<file path="config.mk">
export PLATFORM = sky130hd
export DESIGN_NAME = reaction_stats
export DESIGN_NICKNAME = d
export VERILOG_FILES = /design/src/rtl/reaction_stats.sv
export SDC_FILE = /design/constraint.sdc
export NUM_CORES = 1
export LEC_CHECK = 0
export CORE_AREA = 2 2 106 108
export DETAILED_ROUTE_END_ITERATION = 8
export DIE_AREA = 0 0 108 110
export GPL_TIMING_DRIVEN = 0
export PLACE_DENSITY = 0.81
export SETUP_SLACK_MARGIN = 0.5
export SKIP_CTS_REPAIR_TIMING = 1
export SYNTH_ARGS = -nofsm -noshare
export SYNTH_HDL_FRONTEND = slang
export SYNTH_SLANG_ARGS = --single-unit
</file>
<file path="constraint.sdc">
create_clock -name clk_50M -period 2.8 [get_ports clk_50M]
set_input_delay 0.56 -clock clk_50M [delete_from_list [all_inputs] [get_ports clk_50M]]
set_output_delay 0.56 -clock clk_50M [all_outputs]
set_load 0.05 [all_outputs]
</file>
<file path="src/rtl/reaction_stats.sv">
// Reaction-time statistics: last/min/max/sum/count with a restoring divider for the average.
// Optional AVG_ROUND_EN: round-half-up average instead of truncation.
module reaction_stats #(
  parameter int unsigned DATA_W     = 10,
  parameter int unsigned CNT_W      = 4,
  parameter int unsigned MAX_TRIALS = 15,
  parameter int unsigned SAT_VAL    = 999
) (
  input  logic              clk_50M,
  input  logic              clear,
  input  logic              result_valid,
  input  logic [DATA_W-1:0] result,
  input  logic              foul,
  input  logic              stats_clr,
  input  logic [1:0]        sel,
  output logic [DATA_W-1:0] disp_value,
  output logic              disp_blank,
  output logic [CNT_W-1:0]  trial_cnt,
  output logic              busy,
  output logic              full,
  output logic              overrun
);

  localparam int unsigned SUM_W   = DATA_W + CNT_W;
  localparam int unsigned DIV_CYC = DATA_W + CNT_W;
  localparam int unsigned STEP_W  = $clog2(DIV_CYC + 1);
`ifdef AVG_ROUND_EN
  localparam int unsigned DVD_W   = SUM_W + 1;
`else
  localparam int unsigned DVD_W   = SUM_W;
`endif

  typedef enum logic [1:0] {S_IDLE, S_ACCUM, S_DIVIDE} state_t;

  state_t              r_state;
  logic [DATA_W-1:0]   r_pend;
  logic                r_pend_full;
  logic [DATA_W-1:0]   r_last;
  logic [DATA_W-1:0]   r_min;
  logic [DATA_W-1:0]   r_max;
  logic [DATA_W-1:0]   r_avg;
  logic [SUM_W-1:0]    r_sum;
  logic [CNT_W-1:0]    r_count;
  logic [CNT_W-1:0]    r_div;
  logic [CNT_W-1:0]    r_rem;
  logic [SUM_W-1:0]    r_quo;
  logic [STEP_W-1:0]   r_step;
  logic                r_full;
  logic                r_busy;
  logic                r_overrun;
  logic [DATA_W-1:0]   r_disp_value;
  logic                r_disp_blank;

  logic [DATA_W-1:0]   w_res_sat;
  logic                w_accept;
  logic [SUM_W-1:0]    w_sum_new;
  logic [CNT_W-1:0]    w_cnt_new;
  logic [DVD_W-1:0]    w_dividend;
  logic [CNT_W:0]      w_trial;
  logic                w_ge;
  logic [CNT_W-1:0]    w_rem_next;
  logic [SUM_W-1:0]    w_quo_next;
  logic [DATA_W-1:0]   w_sel_val;

  assign w_res_sat = (result > DATA_W'(SAT_VAL)) ? DATA_W'(SAT_VAL) : result;
  assign w_accept  = result_valid & ~foul & ~r_full;
  assign w_sum_new = r_sum + SUM_W'(r_pend);
  assign w_cnt_new = r_count + CNT_W'(1);
`ifdef AVG_ROUND_EN
  assign w_dividend = DVD_W'(w_sum_new) + DVD_W'(w_cnt_new >> 1);
`else
  assign w_dividend = w_sum_new;
`endif

  // One restoring step: shift the next dividend bit into the partial remainder.
  assign w_trial    = {r_rem, r_quo[SUM_W-1]};
  assign w_ge       = (w_trial >= {1'b0, r_div});
  assign w_rem_next = w_ge ? CNT_W'(w_trial - {1'b0, r_div}) : w_trial[CNT_W-1:0];
  assign w_quo_next = {r_quo[SUM_W-2:0], w_ge};

  always_comb begin
    w_sel_val = r_last;
    case (sel)
      2'b01:   w_sel_val = r_min;
      2'b10:   w_sel_val = r_max;
      2'b11:   w_sel_val = r_avg;
      default: w_sel_val = r_last;
    endcase
  end

  always_ff @(posedge clk_50M or negedge clear) begin
    if (!clear) begin
      r_state      <= S_IDLE;
      r_pend       <= '0;
      r_pend_full  <= 1'b0;
      r_last       <= '0;
      r_min        <= '1;
      r_max        <= '0;
      r_avg        <= '0;
      r_sum        <= '0;
      r_count      <= '0;
      r_div        <= '0;
      r_rem        <= '0;
      r_quo        <= '0;
      r_step       <= '0;
      r_full       <= 1'b0;
      r_busy       <= 1'b0;
      r_overrun    <= 1'b0;
      r_disp_value <= '0;
      r_disp_blank <= 1'b1;
    end else if (stats_clr) begin
      r_state      <= S_IDLE;
      r_pend       <= '0;
      r_pend_full  <= 1'b0;
      r_last       <= '0;
      r_min        <= '1;
      r_max        <= '0;
      r_avg        <= '0;
      r_sum        <= '0;
      r_count      <= '0;
      r_div        <= '0;
      r_rem        <= '0;
      r_quo        <= '0;
      r_step       <= '0;
      r_full       <= 1'b0;
      r_busy       <= 1'b0;
      r_overrun    <= 1'b0;
      r_disp_value <= '0;
      r_disp_blank <= 1'b1;
    end else begin
      r_disp_value <= (r_count == '0) ? '0 : w_sel_val;
      r_disp_blank <= (r_count == '0);
      case (r_state)
        S_IDLE: begin
          if (w_accept) begin
            r_pend      <= w_res_sat;
            r_pend_full <= 1'b1;
            r_state     <= S_ACCUM;
          end
        end
        S_ACCUM: begin
          // Pending is consumed here, so a same-cycle arrival can take its slot.
          r_pend_full <= w_accept;
          if (w_accept) r_pend <= w_res_sat;
          if (r_full) begin
            r_state <= S_IDLE;
          end else begin
            r_last  <= r_pend;
            if (r_pend < r_min) r_min <= r_pend;
            if (r_pend > r_max) r_max <= r_pend;
            r_sum   <= w_sum_new;
            r_count <= w_cnt_new;
            r_full  <= (w_cnt_new == CNT_W'(MAX_TRIALS));
            r_div   <= w_cnt_new;
`ifdef AVG_ROUND_EN
            r_rem   <= CNT_W'(w_dividend[SUM_W]);
`else
            r_rem   <= '0;
`endif
            r_quo   <= w_dividend[SUM_W-1:0];
            r_step  <= '0;
            r_busy  <= 1'b1;
            r_state <= S_DIVIDE;
          end
        end
        S_DIVIDE: begin
          r_rem  <= w_rem_next;
          r_quo  <= w_quo_next;
          r_step <= r_step + STEP_W'(1);
          if (w_accept) begin
            if (!r_pend_full) begin
              r_pend      <= w_res_sat;
              r_pend_full <= 1'b1;
            end else begin
              r_overrun <= 1'b1;
            end
          end
          if (r_step == STEP_W'(DIV_CYC - 1)) begin
            r_avg   <= w_quo_next[DATA_W-1:0];
            r_busy  <= 1'b0;
            r_state <= (r_pend_full || w_accept) ? S_ACCUM : S_IDLE;
          end
        end
        default: r_state <= S_IDLE;
      endcase
    end
  end

  assign disp_value = r_disp_value;
  assign disp_blank = r_disp_blank;
  assign trial_cnt  = r_count;
  assign busy       = r_busy;
  assign full       = r_full;
  assign overrun    = r_overrun;

endmodule

</file>
==> metrics.yaml <==
drcViolationCount: 0
n_fill_cell: 822
ys.flop_type: "dfrtp_1"
grt_usage_pct: 25.73
pin_count: 35
crit_buf_inv: 0
multiInputGateArea_mm2: 0.003013
setup_tns_ns: 0
cp_top_family: "compound AO/OA/AOI/OAI gates"
rows: 38
clock.fmax_ghz: 0.4347
drv_cap: 0
syn_area_mm2: 0.005806
rsz0062_at_grt: "yes"
stdcell_count: 794
globalRouteOverflowTotal: 0
path_cells: "ha_2 -> a21oi_2 -> o21ai_0 -> a21oi_2 -> a21boi_0 -> xnor2_1 -> a2111oi_1"
final_common_cell: "dfrtp_1"
worstMarginPinSlew_ns: 0.8963
seq_area_mm2: 0.002703
grt_pass1_wl_um: 22970
synth.distinct_cells: 51
core-area_mm2: 0.01070
dpl.hpwl_um: 10320
dr.pass1.iters: 7
synth_top_area_cell: "dfrtp_1"
layout_common_cells: "dfrtp_1, nand2_1, nor2_1"
root_buffer: "clkbuf_8"
die_area_mm2: 0.01188
drt-wirelength-per-cell_um: 18.84
criticalPathCategory: "flip-flop to flip-flop"
slew_violations: 0
final_antenna_net_count: 0
clk_pin_slew_ns: 0.10
hold_viol: 0
crit_cells: 7
async_flop_share_pct: 100.0
cp-start-kind: "flip-flop"
synth_enable_flop_cells: 0
max_slew_margin_pct: 39.79
area_delta_synth_final_pct: 17.63
power.density_mw_per_mm2: 469.8
cts.sinks: 107
nets: 706
viasPerCell: 6.106
clk_path_buf_depth: 2
cts_tree: "done"
clkLatencyLatePin_ns: 0.40
cp-end-kind: "flip-flop"
avgSynthCellArea_um2: 9.823
cts_made_buffers: 9
crit_required_ns: 3.07
yosysSeqAreaShare_pct: 46.36
num_antenna_cells: 0
yosysWarningCount: 0
critPathSlowestCell: "dfrtp_2"
drtIter0Drc: 501
dpl_cell_area_mm2: 0.006326
numPortBuffers: 32
finalWirelength_um: 14960
hold_class: "input pin to asynchronous set/reset pin"
grt_max_degree: 58
p_leak_nw: 2.926
synthesis.nets: 648
start_util_pct: 54.27
max_stage_delay_ns: 0.51
cp.arrival_ns: 2.57
vias: 4848
status: "finished clean"
yosysTopAreaCellShare_pct: 41.38
ys_ff_latch: 107
htree_num_levels: 3
dp.cells: 764
antenna_found_initial: 0
place_congestion: 0.9288
whs_ns: 0.2021
critPathMaxFanout: 7
final_cell_area_mm2: 0.006829
setup_violations: 0
skew_ns: 0.01393
grt_pass1_vias: 4595
cp_common_cell: "a21oi_2"
drive_above_1_share_pct: 15.14
timing.final.crit_share_pct: 82.16
irDropWorstVdd_mv: 0.2579
power_mw: 3.208
synth_cells: 591
yosys-top-cells-area: "dfrtp_1, ha_1, dfstp_2"
r2r_cells: 7
die_x_um: 108
min_period_ns: 2.301
die_y_um: 110
path summary, 6_finish.rpt:
path | from | endpoint | slack [ns]
hold / removal | clear | disp_value[2] | 0.20
setup / recovery | r_pend[8] | r_quo[11] | 0.50
min in group clk_50M | r_avg[0] | r_avg[0] | 0.51
setup reg to reg | r_pend[8] | r_quo[11] | 0.50
max in group asynchronous | clear | disp_blank | 1.87
hold reg to reg | r_avg[0] | r_avg[0] | 0.51
state kept, by name (all words and copies together), names as in the netlist:
signal / cells
full: 1
r_pend_full: 1
r_div: 4
r_pend: 10
r_step: 4
r_sum: 14
busy: 1
r_max: 10
r_last: 10
r_state: 2
r_quo: 14
r_min: 10
r_avg: 10
overrun: 1
disp_blank: 1
r_rem: 4
disp_value: 10
metrics by stage:
| stage | setup slack, ns | utilization (%) |
|---|---|---|
| final | 0.4994 | 63.84 |
| after global routing | 0.3131 | 63.84 |
| after CTS | 0.1657 | 61.11 |
| after detailed placement | -0.1079 | 59.13 |
| after global placement | -2.860 | 58.90 |
| after floorplan | 0.5790 | - |
per-layer routing:
layer  vias up  global-route usage, %  routed length [um]
met3        46                  3.527                 889
met5         -                      0                   0
met1      2400                  32.38                5989
met2       205                  43.22                7412
met4         0                  14.19                 668
li1       2197                      -                   -
layout make-up:
class / count / share of cell area [%]
tap: 140 / 2.565
timing repair buffer: 47 / 6.687
buffer: 29 / 2.089
sequential: 107 / 39.57
clock inverter: 4 / 0.8245
inverter: 34 / 1.869
multi-input combinational: 421 / 44.12
clock buffer: 12 / 2.272
synth_stat cells (4+ instances only):
library cell   n
dfrtp_1       96
nand2_1       66
nor2_1        62
a21oi_1       52
ha_1          38
inv_1         34
o21ai_0       33
clkbuf_1      21
a22o_1        15
xnor2_1       14
nor2b_1       13
dfstp_2       11
mux2i_1       11
nor3_1        11
a211o_1       10
mux4_2        10
nand2b_1      10
a211oi_1       9
nand3_1        6
and3_1         5
o21a_1         5
o31ai_1        5
a2111oi_0      4
a21o_1         4
report_power, final:
part           internal, mW  total [mW]  switching, mW
Combinational         0.209       0.509          0.300
Sequential             1.60        1.67         0.0623
Clock                 0.472        1.03          0.562
worst reg2reg max path: cells and delay by family, from the launching register on:
family / cells / cell delay, ns
XOR/XNOR: 1 / 0.15
adder cells (fa/ha/maj): 1 / 0.37
AO/OA/AOI/OAI: 5 / 1.15
flip-flops: 1 / 0.51
cells by family after synthesis:
group,share of synthesized area [%]
multiplexers,5.776
adder cells (fa/ha/maj),8.879
buffers and inverters,4.396
XOR/XNOR,2.565
AO/OA/AOI/OAI,17.80
flip-flops,46.36
AND/OR/NAND/NOR,14.22
(Power assumes the default switching activity.)
